### src/rtl/pipe_stage_buf.sv
// In-order DEPTH-entry stage buffer with valid/ready handshake and synchronous flush; 1-cycle latency, no bypass.
// Backpressure: in_ready depends only on registered occupancy, so out_ready never reaches in_ready combinationally.
module pipe_stage_buf #(
    parameter int DATA_W = 96,
    parameter int DEPTH  = 2,
    parameter int CNT_W  = $clog2(DEPTH + 1)
) (
    input  logic              clk,
    input  logic              reset,
    input  logic              in_valid,
    output logic              in_ready,
    input  logic [DATA_W-1:0] in_data,
    output logic              out_valid,
    input  logic              out_ready,
    output logic [DATA_W-1:0] out_data,
    input  logic              flush,
    output logic [CNT_W-1:0]  count,
    output logic [CNT_W-1:0]  flushed_cnt
);

    localparam int PTR_W = (DEPTH > 1) ? $clog2(DEPTH) : 1;
    localparam logic [CNT_W-1:0] FULL_CNT = CNT_W'(DEPTH);
    localparam logic [PTR_W-1:0] LAST_PTR = PTR_W'(DEPTH - 1);

    logic [DATA_W-1:0] mem_q [DEPTH];
    logic [PTR_W-1:0]  rd_ptr_q, rd_ptr_d;
    logic [PTR_W-1:0]  wr_ptr_q, wr_ptr_d;
    logic [CNT_W-1:0]  count_q, count_d;
    logic [CNT_W-1:0]  flushed_q, flushed_d;
    logic              push, pop;

    assign in_ready    = (count_q != FULL_CNT);
    assign out_valid   = (count_q != '0);
    assign out_data    = mem_q[rd_ptr_q];
    assign count       = count_q;
    assign flushed_cnt = flushed_q;

    // Flush cancels any handshake in the same cycle.
    assign push = in_valid & in_ready & ~flush;
    assign pop  = out_valid & out_ready & ~flush;

    always_comb begin
        rd_ptr_d  = rd_ptr_q;
        wr_ptr_d  = wr_ptr_q;
        count_d   = count_q;
        flushed_d = flushed_q;
        if (flush) begin
            rd_ptr_d  = '0;
            wr_ptr_d  = '0;
            count_d   = '0;
            flushed_d = count_q;
        end else begin
            if (push) begin
                wr_ptr_d = (wr_ptr_q == LAST_PTR) ? '0 : wr_ptr_q + PTR_W'(1);
            end
            if (pop) begin
                rd_ptr_d = (rd_ptr_q == LAST_PTR) ? '0 : rd_ptr_q + PTR_W'(1);
            end
            if (push && !pop) begin
                count_d = count_q + CNT_W'(1);
            end else if (pop && !push) begin
                count_d = count_q - CNT_W'(1);
            end
        end
    end

    always_ff @(posedge clk) begin
        if (reset) begin
            rd_ptr_q  <= '0;
            wr_ptr_q  <= '0;
            count_q   <= '0;
            flushed_q <= '0;
        end else begin
            rd_ptr_q  <= rd_ptr_d;
            wr_ptr_q  <= wr_ptr_d;
            count_q   <= count_d;
            flushed_q <= flushed_d;
        end
    end

    // Payload storage is deliberately left out of reset.
    always_ff @(posedge clk) begin
        if (push && !reset) begin
            mem_q[wr_ptr_q] <= in_data;
        end
    end

    always_ff @(posedge clk) begin
        if (!reset) begin
            assert (DEPTH >= 1) else $error("pipe_stage_buf: DEPTH must be >= 1");
            assert (count_q <= FULL_CNT) else $error("pipe_stage_buf: occupancy above DEPTH");
        end
    end

endmodule

### config.mk
export PLATFORM = sky130hd
export DESIGN_NAME = pipe_stage_buf
export DESIGN_NICKNAME = d
export VERILOG_FILES = /design/src/rtl/pipe_stage_buf.sv
export SDC_FILE = /design/constraint.sdc
export NUM_CORES = 1
export LEC_CHECK = 0
export BUFFER_PORTS_ARGS = -buffer_cell sky130_fd_sc_hd__clkbuf_2
export CAP_MARGIN = 25
export CORE_MARGIN = 4
export CORE_UTILIZATION = 47
export DETAILED_ROUTE_END_ITERATION = 6
export HOLD_SLACK_MARGIN = 0.12
export PLACE_DENSITY = 0.85
export SLEW_MARGIN = 20
export SYNTH_ARGS = -nofsm -noshare
export SYNTH_HDL_FRONTEND = slang
export SYNTH_SLANG_ARGS = --single-unit
### constraint.sdc
create_clock -name clk -period 10.55 [get_ports clk]
set_clock_uncertainty 0.2 [all_clocks]
set_input_delay 2.6375 -clock clk [delete_from_list [all_inputs] [get_ports clk]]
set_output_delay 2.6375 -clock clk [all_outputs]
set_load 0.02 [all_outputs]
# Word-level counts from Yosys, hierarchy flattened
# Memories as Yosys holds them, arrays and structs flattened. A register that Yosys moved wholly into a read port is not among the register bits.
# Cells that the tools add are included.
# Widths: inputs -> output; s select.
dict set report word_totals {
  n_memories 1
  register_bits 6
  romBits 0
  latchBits 0
  wordCells 32
  mem_bits_rw 192
  in_bits 101
  output_inout_bits 102
}
# memory words width rd rd_clocked_by_memory_dff write_ports line
set mem_list {}
lappend mem_list {mem_q 2 96 1 1 1 25} ;# logic [DATA_W-1:0] mem_q [DEPTH];
dict set report classes {
  n_shift 0
  addsub 4
  n_reduce_logical 9
  eq_ne 1
  mux 8
  bitwise 5
  magnitude_cmp 0
  n_mul 0
  div_mod_pow 0
}
# op count
set op_table {}
lappend op_table {{$mux 1} 6}
lappend op_table {{$and 1x1->1} 4}
lappend op_table {{$mux 2} 2}
lappend op_table {{$reduce_bool 2->1} 2}
lappend op_table {{$logic_and 1x1->1} 3}
lappend op_table {{$logic_not 1->1} 3}
lappend op_table {{$add 1x1->1 const B} 2}
lappend op_table {{$add 2x1->2 const B} 1}
lappend op_table {{$ne 2x2->1 const B} 1}
lappend op_table {{$reduce_or 2->1} 1}
lappend op_table {{$sub 2x1->2 const B} 1}
lappend op_table {{$not 1->1} 1}

# Longest topological paths before layout
# Gate-level depths: netlist of run 1.
dict set report logic_depth {
  depth_word 7
  mapped_depth 7
  mapped_depth_nobuf 7
}

# Least setup slack after synthesis of run 1
# No wires, ideal clock.
dict set report synth_path {
  kind {input to register}
  start {input flush}
  end {memory mem_q[0][0] (enable)}
  slack_ns 0.106
  cell_stages 3
  required_time_ns 9.682
  arrival_ns 9.576
  n_path_buf 1
  setup_time_ns 0.668
  path_cell_list {or2_2 clkbuf_1 nor3_1}
}
dict set report synth_via {
  elab_chain_cells 5
}
# item line
set synth_lines {}
lappend synth_lines {{from (decl)} 16} ;# input logic flush,
lappend synth_lines {{$not 1->1} 39} ;# assign push = in_valid & in_ready & ~flush;
lappend synth_lines {{$and 1x1->1} 39}
lappend synth_lines {{$logic_and 1x1->1} 83} ;# if (push && !reset) begin
lappend synth_lines {{$mux 1} 83}
lappend synth_lines {{$mux 1 (implied by the code)} 84} ;# mem_q[wr_ptr_q] <= in_data;
lappend synth_lines {{to (decl)} 25}
# Every way passes these cells.

==> results of run 1 <==
## area by class of cell
class	count	area share
inverter	1	0.0004082
sequential	199	0.6426
timing repair buffer	208	0.1170
multi-input combinational	122	0.1522
clock inverter	10	0.01156
clock buffer	20	0.04748
tap	211	0.02871
## sequential cells by signal, indices dropped and copies added (netlist names), named ones only
signal,count
count,2
mem_q,192
flushed_cnt,2
wr_ptr_q,1
rd_ptr_q,1
## cells by family after synthesis
logic type	count (synthesis)	share of synthesized area
DFF	199	0.7943
xor gates and xnor gates	3	0.003535
muxes	98	0.1683
buffers and inverters	13	0.01868
AOI/OAI and AO/OA	5	0.003703
and+or+nand+nor	15	0.009761
adders and majority gates	1	0.001683
## layer usage
layer / track usage / vias up / wire length [um]
li1: - / 1739 / -
met1: 0.1809 / 1929 / 5507
met2: 0.2670 / 160 / 7124
met3: 0.05626 / 20 / 1070
met4: 0.06057 / 0 / 235
met5: 0 / - / 0
## critical path: stages, from the launching register on
cell and delay [ns]:
dfxtp_4 0.63, buf_4 0.40, buf_16 0.32, mux2_2 0.39, clkbuf_2 0.16
## cells in the mapped netlist
cell / count / area, um^2
edfxtp_1: 192 / 5766
mux2_2: 56 / 630.6
mux2_4: 40 / 600.6
dfxtp_1: 7 / 140.1
nor2_1: 6 / 22.52
buf_2: 5 / 25.02
buf_12: 4 / 80.08
or2_2: 3 / 18.77
xor2_1: 3 / 26.28
a21oi_1: 2 / 10.01
mux2i_1: 2 / 20.02
nor3_1: 2 / 10.01
o21ai_0: 2 / 10.01
a21o_1: 1 / 7.510
buf_6: 1 / 11.26
buf_8: 1 / 15.01
clkbuf_1: 1 / 3.750
ha_1: 1 / 12.51
inv_1: 1 / 3.750
nand2_1: 1 / 3.750
nand2b_1: 1 / 6.260
nand3_1: 1 / 5.000
or3_1: 1 / 6.260
## how the worst max path moves through the flow
stage | from | end | cells past startpoint
2_1_floorplan | flush | mem_q[0][0] | 3
3_3_place_gp | flush | mem_q[0][21] | 5
3_5_place_dp | flush | mem_q[0][32] | 5
4_1_cts | register | out_data[83] | 3
5_1_grt | register | out_data[83] | 4
6_report | register | out_data[32] | 4
## power by group
part / switching [mW] / internal, mW / total, mW
logic: 0.0538 / 0.0408 / 0.0946
clock network: 0.256 / 0.344 / 0.601
registers: 0.00509 / 0.883 / 0.888
==> impl_metrics.yaml, run 1 <==
global_route:
  grt_pass1_vias: 4148
  grt_max_degree: 65
  grt-ovfl-total: 0
  antenna_found_initial: 0
  grt_pass1_wl_um: 21400
  globalRouteTotalUtil: 0.1563
synthesis:
  ys_types: 23
  ys_ff_latch: 199
  synth_fp_nets: 436
  synth-seq-area-share: 0.7943
  syn_area_per_cell_um2: 22.26
  syn_inst: 334
  ys_warn_count: 0
  syn_area_um2: 7435
cts:
  clk_latency_ns: 0.41
  cts_inserted_buffers: 17
  cts.clk_slew.worst_paths_ns: 0.06
  post_cts_buffers: 0
  cts_root_buf: "clkbuf_16"
  cts_tree: "yes"
  cts_resized: 0
  cts_sinks: 199
  ctsHoldBuffers: 0
  cts_buffer_depth: 2
  cts_max_level: 4
pwr:
  power_density_nw_per_um2: 172.2
  irDropWorstVdd_mv: 0.1166
  p_total_mw: 1.583
  p_leak_nw: 3.487
routing:
  dr.pass1.iters: 4
  vias: 3848
  drc: 0
  drt-initial-drc-count: 175
  viasPerCell: 4.991
  wirelength_um: 13940
  ant_nets: 0
  wire_per_inst_um: 18.08
worst_setup_path:
  worstPathArrival_ns: 2.39
  worst_setup_path_start_kind: "register"
  end_kind: "output port"
  r2r_cells: 5
  crit_type: "register to output port"
  crit_required_ns: 7.71
  cp_max_fo: 50
  r2r_setup_slack_ns: 7.72
  worstReg2RegEnd: "mem_q[0][29]"
  reg2reg_from: "count[0]"
placement:
  dp_slack_ns: 5.431
  dp_cells: 740
  dpl_cell_area_um2: 8626
  dp_hpwl_um: 9668
  port_buffers: 202
  gp_congestion: 0.7436
timing:
  maxSlewViolCount: 0
  maxSlewHeadroom: 0.4446
  fmax_mhz: 191.5
  post-route-period-util: 0.4950
  hold_viol: 0
  layout_setup_ws_ns: 5.328
  rsz0062_at_grt: "no"
  setup_viol: 0
  fin_setup_tns_ns: 0
  worst_pin_slew_ns: 0.8331
  min_period_ns: 5.223
  timing.hold.ws_ns: 0.3308
min_path:
  hp-start: "rd_ptr_q"
  hold_depth: 2
  hold_path_end: "rd_ptr_q"
  hold_path.class: "register to register"
layout:
  multiInputGateArea_um2: 1400
  instances_no_fill: 771
  final_area_um2: 9196
  regArea_um2: 5909
  layout_common_cells: "clkbuf_2, edfxtp_1, mux2_2"
  layout_commonest_cell: "clkbuf_2"
  area_growth_pct: 23.70
  antenna_cells: 0
  nFillCells: 1126
  final_core_util: 0.5983
  drive_above_1_share: 0.5964
  nets: 651
die:
  die_area_um2: 17890
  core_um2: 15370
  core.rowCount: 45
  initial_core_util: 0.4837
  num_io_pins: 203
  die_h_um: 133.8
  die_w_um: 133.8
run_status:
  status: "complete, no violations"
job:
  cap_viol_max_count: 0
Power figures use the tool's default switching activity.
==> run 2, diff against run 1 <==
- CORE_UTILIZATION: 47 -> 52
- PLACE_DENSITY: 0.85 -> 0.88
- clock period: 10.55 -> 5.4 ns (I/O delays scaled with it)
==> run 2 against run 1 <==
Effect of this change: cell count down 3.9%; via count down 1.6%; wire length fell by 4.3%; register-to-register slack lost 4.6 ns; worst hold slack worse by 0.023 ns; global-route usage rose by 1.1 points.
==> impl_metrics.yaml, run 2 (synthesized netlist as in run 1, its figures left out) <==
global_route:
  grt_max_degree: 52
  grt_pass1_wl_um: 20460
  grt_pass1_vias: 4058
  grt-ovfl-total: 0
  globalRouteTotalUtil: 0.1670
  antenna_found_initial: 0
worst_setup_path:
  r2r_cells: 4
  worstReg2RegEnd: "mem_q[1][76]"
  critPathSlowestCell: "dfxtp_4"
  crit_chain: "buf_12 -> mux2_2 -> clkbuf_2"
  crit_required_ns: 3.85
  crit_type: "register to output port"
  worstPathArrival_ns: 2.19
  crit_end: "out_data[4]"
  end_kind: "output port"
  worst_setup_path_start_kind: "register"
  r2r_setup_slack_ns: 3.13
  reg2reg_from: "count[0]"
  critPathMaxStageDelay_ns: 0.81
  cp_max_fo: 50
pwr:
  comb_power_share: 0.059
  switchingPower_uw: 633.3
  clockPowerShare: 0.379
  p_leak_nw: 3.490
  irDropWorstVdd_mv: 0.1873
  internal_power_mw: 2.455
  p_seq_frac: 0.562
  switching_share: 0.2051
  power_density_nw_per_um2: 337.0
layout:
  instances_no_fill: 741
  layout_commonest_cell: "clkbuf_2"
  nFillCells: 936
  antenna_cells: 0
  nets: 650
  layout_common_cells: "clkbuf_2, edfxtp_1, mux2_2"
  final_core_util: 0.6575
  largest_register_ffs: 192
  area_growth_pct: 23.24
  top_register: "mem_q"
  drive_above_1_share: 0.6007
placement:
  dp_hpwl_um: 9168
  dp_cells: 709
  port_buffers: 202
  gp_congestion: 0.7478
  dp_slack_ns: 2.046
timing:
  post-route-period-util: 0.6927
  min_period_ns: 3.741
  rsz0062_at_grt: "no"
  layout_setup_ws_ns: 1.659
  worst_pin_slew_ns: 0.7417
  maxSlewViolCount: 0
  maxSlewHeadroom: 0.5055
  hold_viol: 0
  setup_viol: 0
  fmax_mhz: 267.3
run_status:
  status: "complete, no violations"
cts:
  ctsHoldBuffers: 0
  clk_latency_ns: 0.42
  cts_inserted_buffers: 17
  cts_tree: "yes"
  cts_sinks: 199
  cts_buffer_depth: 2
  post_cts_buffers: 0
  cts_resized: 0
  cts_max_level: 4
  cts.clk_slew.worst_paths_ns: 0.06
  cts_root_buf: "clkbuf_16"
routing:
  wire_per_inst_um: 18.00
  viasPerCell: 5.111
  wirelength_um: 13340
  vias: 3787
  drt-initial-drc-count: 217
  drc: 0
  dr.pass1.iters: 4
  ant_nets: 0
die:
  initial_core_util: 0.5335
  core_um2: 13930
  die_h_um: 127.6
  num_io_pins: 203
  die_area_um2: 16270
  core.rowCount: 43
  die_w_um: 127.6
job:
  cap_viol_max_count: 0
min_path:
  hold_path.class: "register to register"
  hp-start: "rd_ptr_q"
[run 2: cell count changes in the layout (fill, tap and decap cells not counted), moves of 2 or more]
cell      delta
clkinv_1     -3
clkinv_4     +2
nor3_4       +2
nor3_2       -2
[run 2: how the worst min path moves through the flow]
| stage | endpoint | slack (ns) | cells past startpoint |
|---|---|---|---|
| after floorplan | register | 0.27 | 2 |
| after global placement | flushed_cnt[1] | 0.28 | 2 |
| after detailed placement | rd_ptr_q | 0.30 | 2 |
| after CTS | rd_ptr_q | 0.32 | 2 |
| after global routing | flushed_cnt[1] | 0.35 | 2 |
| final | rd_ptr_q | 0.31 | 2 |
[run 2: layout make-up]
type	instances	area, um^2	share of cell area
multi-input combinational	122	1413	0.1542
timing repair buffer	207	1061	0.1158
inverter	1	3.754	0.0004097
clock inverter	10	96.34	0.01051
tap	180	225.2	0.02458
sequential	199	5909	0.6450
clock buffer	22	454.2	0.04957
[run 2: stage by stage]
| stage | hold WS, ns | instance area, um^2 | TNS, ns | total power, mW |
|---|---|---|---|---|
| 4_1_cts | 0.3156 | 9163 | 0 | 3.122 |
| 6_report | 0.3075 | 9163 | 0 | 3.088 |
| 3_3_place_gp | 0.2809 | 8612 | 0 | 1.944 |
| 2_1_floorplan | 0.2725 | 7445 | -158.99 | 1.871 |
| 3_5_place_dp | 0.2969 | 8612 | 0 | 1.954 |
| 5_1_grt | 0.3479 | 9163 | 0 | 3.208 |
[run 2: power by group through the flow]
| stage | logic, mW | clock network [mW] | registers [mW] |
|---|---|---|---|
| 6_report | 0.181 | 1.17 | 1.74 |
| 5_1_grt | 0.194 | 1.28 | 1.74 |
| 4_1_cts | 0.184 | 1.20 | 1.74 |
| 3_5_place_dp | 0.183 | 0 | 1.77 |
| 3_3_place_gp | 0.176 | 0 | 1.77 |
| 2_1_floorplan | 0.101 | 0 | 1.77 |
[run 2: layer usage]
| layer | track usage | vias up | wire length [um] |
|---|---|---|---|
| li1 | - | 1744 | - |
| met1 | 0.1933 | 1869 | 5179 |
| met2 | 0.2893 | 155 | 6938 |
| met3 | 0.05644 | 19 | 1030 |
| met4 | 0.06242 | 0 | 189 |
| met5 | 0 | - | 0 |
[run 2: worst max-delay path, delay by kind of cell, from the launching register on]
| kind | cells | cell delay (ns) |
|---|---|---|
| DFF | 1 | 0.81 |
| muxes | 1 | 0.39 |
| buffers and inverters | 2 | 0.54 |
==> run 3, diff against run 2 <==
- CORE_UTILIZATION: 52 -> 47
- PLACE_DENSITY: 0.88 -> 0.85
- clock period: 5.4 -> 3.43 ns (I/O delays scaled with it)
==> run 3 against run 2 <==
Effect of this change: sequential cell count unchanged; wire length increased by 1.3%; sequential power increased by 57%; critical path type unchanged; count of clock-buffer cells in the layout decreased by 4; largest power group unchanged; cell area increased by 1.1%; non-clock buffer count increased by 1; critical path depth unchanged; global-route usage decreased by 1.4 points; first-iteration DRC count decreased by 12%; die area increased by 10%; register-to-register slack got worse by 2.0 ns; worst setup slack got worse by 1.0 ns.
==> impl_metrics.yaml, run 3 (synthesized netlist as in run 1, its figures left out) <==
pwr:
  comb_power_share: 0.061
  power_density_nw_per_um2: 529.0
  switching_share: 0.2021
  p_leak_nw: 3.512
  irDropWorstVdd_mv: 0.3316
  internal_power_mw: 3.909
  clockPowerShare: 0.383
  p_total_mw: 4.899
  switchingPower_uw: 990.0
  p_seq_frac: 0.557
worst_setup_path:
  end_kind: "output port"
  crit_buf_inv: 2
  cp_max_fo: 52
  path_delay_family: "buffers and inverters"
  critPathMaxStageDelay_ns: 0.41
  crit_required_ns: 2.37
  worstPathArrival_ns: 1.75
  r2r_setup_slack_ns: 1.17
  crit_type: "register to output port"
  reg2reg_from: "count[0]"
  crit_chain: "buf_12 -> mux2_2 -> clkbuf_2"
  worst_setup_path_start_kind: "register"
  r2r_cells: 4
  critPathSlowestCell: "mux2_2"
  worstReg2RegEnd: "mem_q[1][56]"
cts:
  cts.clk_slew.worst_paths_ns: 0.06
  cts_root_buf: "clkbuf_16"
  cts_resized: 0
  cts_tree: "yes"
  cts_inserted_buffers: 17
  post_cts_buffers: 0
  ctsHoldBuffers: 0
  cts_max_level: 4
  cts_buffer_depth: 2
  cts_sinks: 199
  clk_latency_ns: 0.41
global_route:
  grt_max_degree: 62
  grt_pass1_vias: 4103
  globalRouteTotalUtil: 0.1535
  grt-ovfl-total: 0
  antenna_found_initial: 0
  grt_pass1_wl_um: 20980
placement:
  dp_hpwl_um: 9364
  gp_congestion: 0.7924
  port_buffers: 202
  dp_cells: 741
  dp_slack_ns: 0.8119
min_path:
  hold_path.class: "register to register"
  hold_path_end: "rd_ptr_q"
  hp-start: "rd_ptr_q"
  hold_depth: 2
timing:
  hold_viol: 0
  layout_setup_ws_ns: 0.6201
  post-route-period-util: 0.8192
  maxSlewHeadroom: 0.6222
  worst_pin_slew_ns: 0.5667
  rsz0062_at_grt: "no"
  fin_setup_tns_ns: 0
  min_period_ns: 2.810
  timing.hold.ws_ns: 0.3198
  fmax_mhz: 355.9
  maxSlewViolCount: 0
  setup_viol: 0
die:
  core.rowCount: 45
  initial_core_util: 0.4837
  num_io_pins: 203
  core_um2: 15370
  die_w_um: 133.8
  die_area_um2: 17890
  die_h_um: 133.8
layout:
  layout_commonest_cell: "clkbuf_2"
  multiInputGateArea_um2: 1415
  antenna_cells: 0
  area_growth_pct: 24.57
  nFillCells: 1135
  instances_no_fill: 773
  regArea_um2: 5909
  largest_register_ffs: 192
  layout_common_cells: "clkbuf_2, edfxtp_1, mux2_2"
  drive_above_1_share: 0.6032
  nets: 651
  top_register: "mem_q"
routing:
  ant_nets: 0
  viasPerCell: 4.806
  wirelength_um: 13510
  vias: 3715
  drc: 0
  drt-initial-drc-count: 192
  dr.pass1.iters: 4
  wire_per_inst_um: 17.48
run_status:
  status: "complete, no violations"
job:
  cap_viol_max_count: 0
run 3: final cells by class:
type,instances,area share
timing repair buffer,208,0.1194
clock buffer,18,0.04634
tap,211,0.02851
multi-input combinational,122,0.1528
sequential,199,0.6381
clock inverter,14,0.01446
inverter,1,0.0004053
run 3: through the flow:
step | instance area [um^2] | util
2_1_floorplan | 7470 | -
3_3_place_gp | 8698 | 0.5659
3_5_place_dp | 8698 | 0.5659
4_1_cts | 9261 | 0.6025
5_1_grt | 9261 | 0.6025
6_report | 9261 | 0.6025
run 3: tightest hold or removal path, stage by stage, from the launching register on:
cell	delay, ns
dfxtp_1	0.33
xor2_1	0.08
nor2_1	0.08
run 3: worst max-delay path by stage:
stage,startpoint,end,cells past startpoint
final,register,out_data[83],3
after global routing,register,out_data[83],3
after CTS,register,out_data[83],3
after detailed placement,flush,mem_q[0][67],4
after global placement,flush,mem_q[1][56],4
after floorplan,flush,mem_q[0][0],3
run 3: per-layer routing:
layer | wire [um] | track usage
met2 | 6949 | 0.2600
met4 | 171 | 0.05714
met1 | 5456 | 0.1826
met5 | 0 | 0
met3 | 931 | 0.05251
run 3: power by group through the flow:
| stage | Clock [mW] | Combinational, mW | Sequential [mW] |
|---|---|---|---|
| 2_1_floorplan | 0 | 0.163 | 2.78 |
| 3_3_place_gp | 0 | 0.288 | 2.78 |
| 3_5_place_dp | 0 | 0.300 | 2.78 |
| 4_1_cts | 1.93 | 0.301 | 2.73 |
| 5_1_grt | 2.03 | 0.319 | 2.73 |
| 6_report | 1.87 | 0.297 | 2.73 |
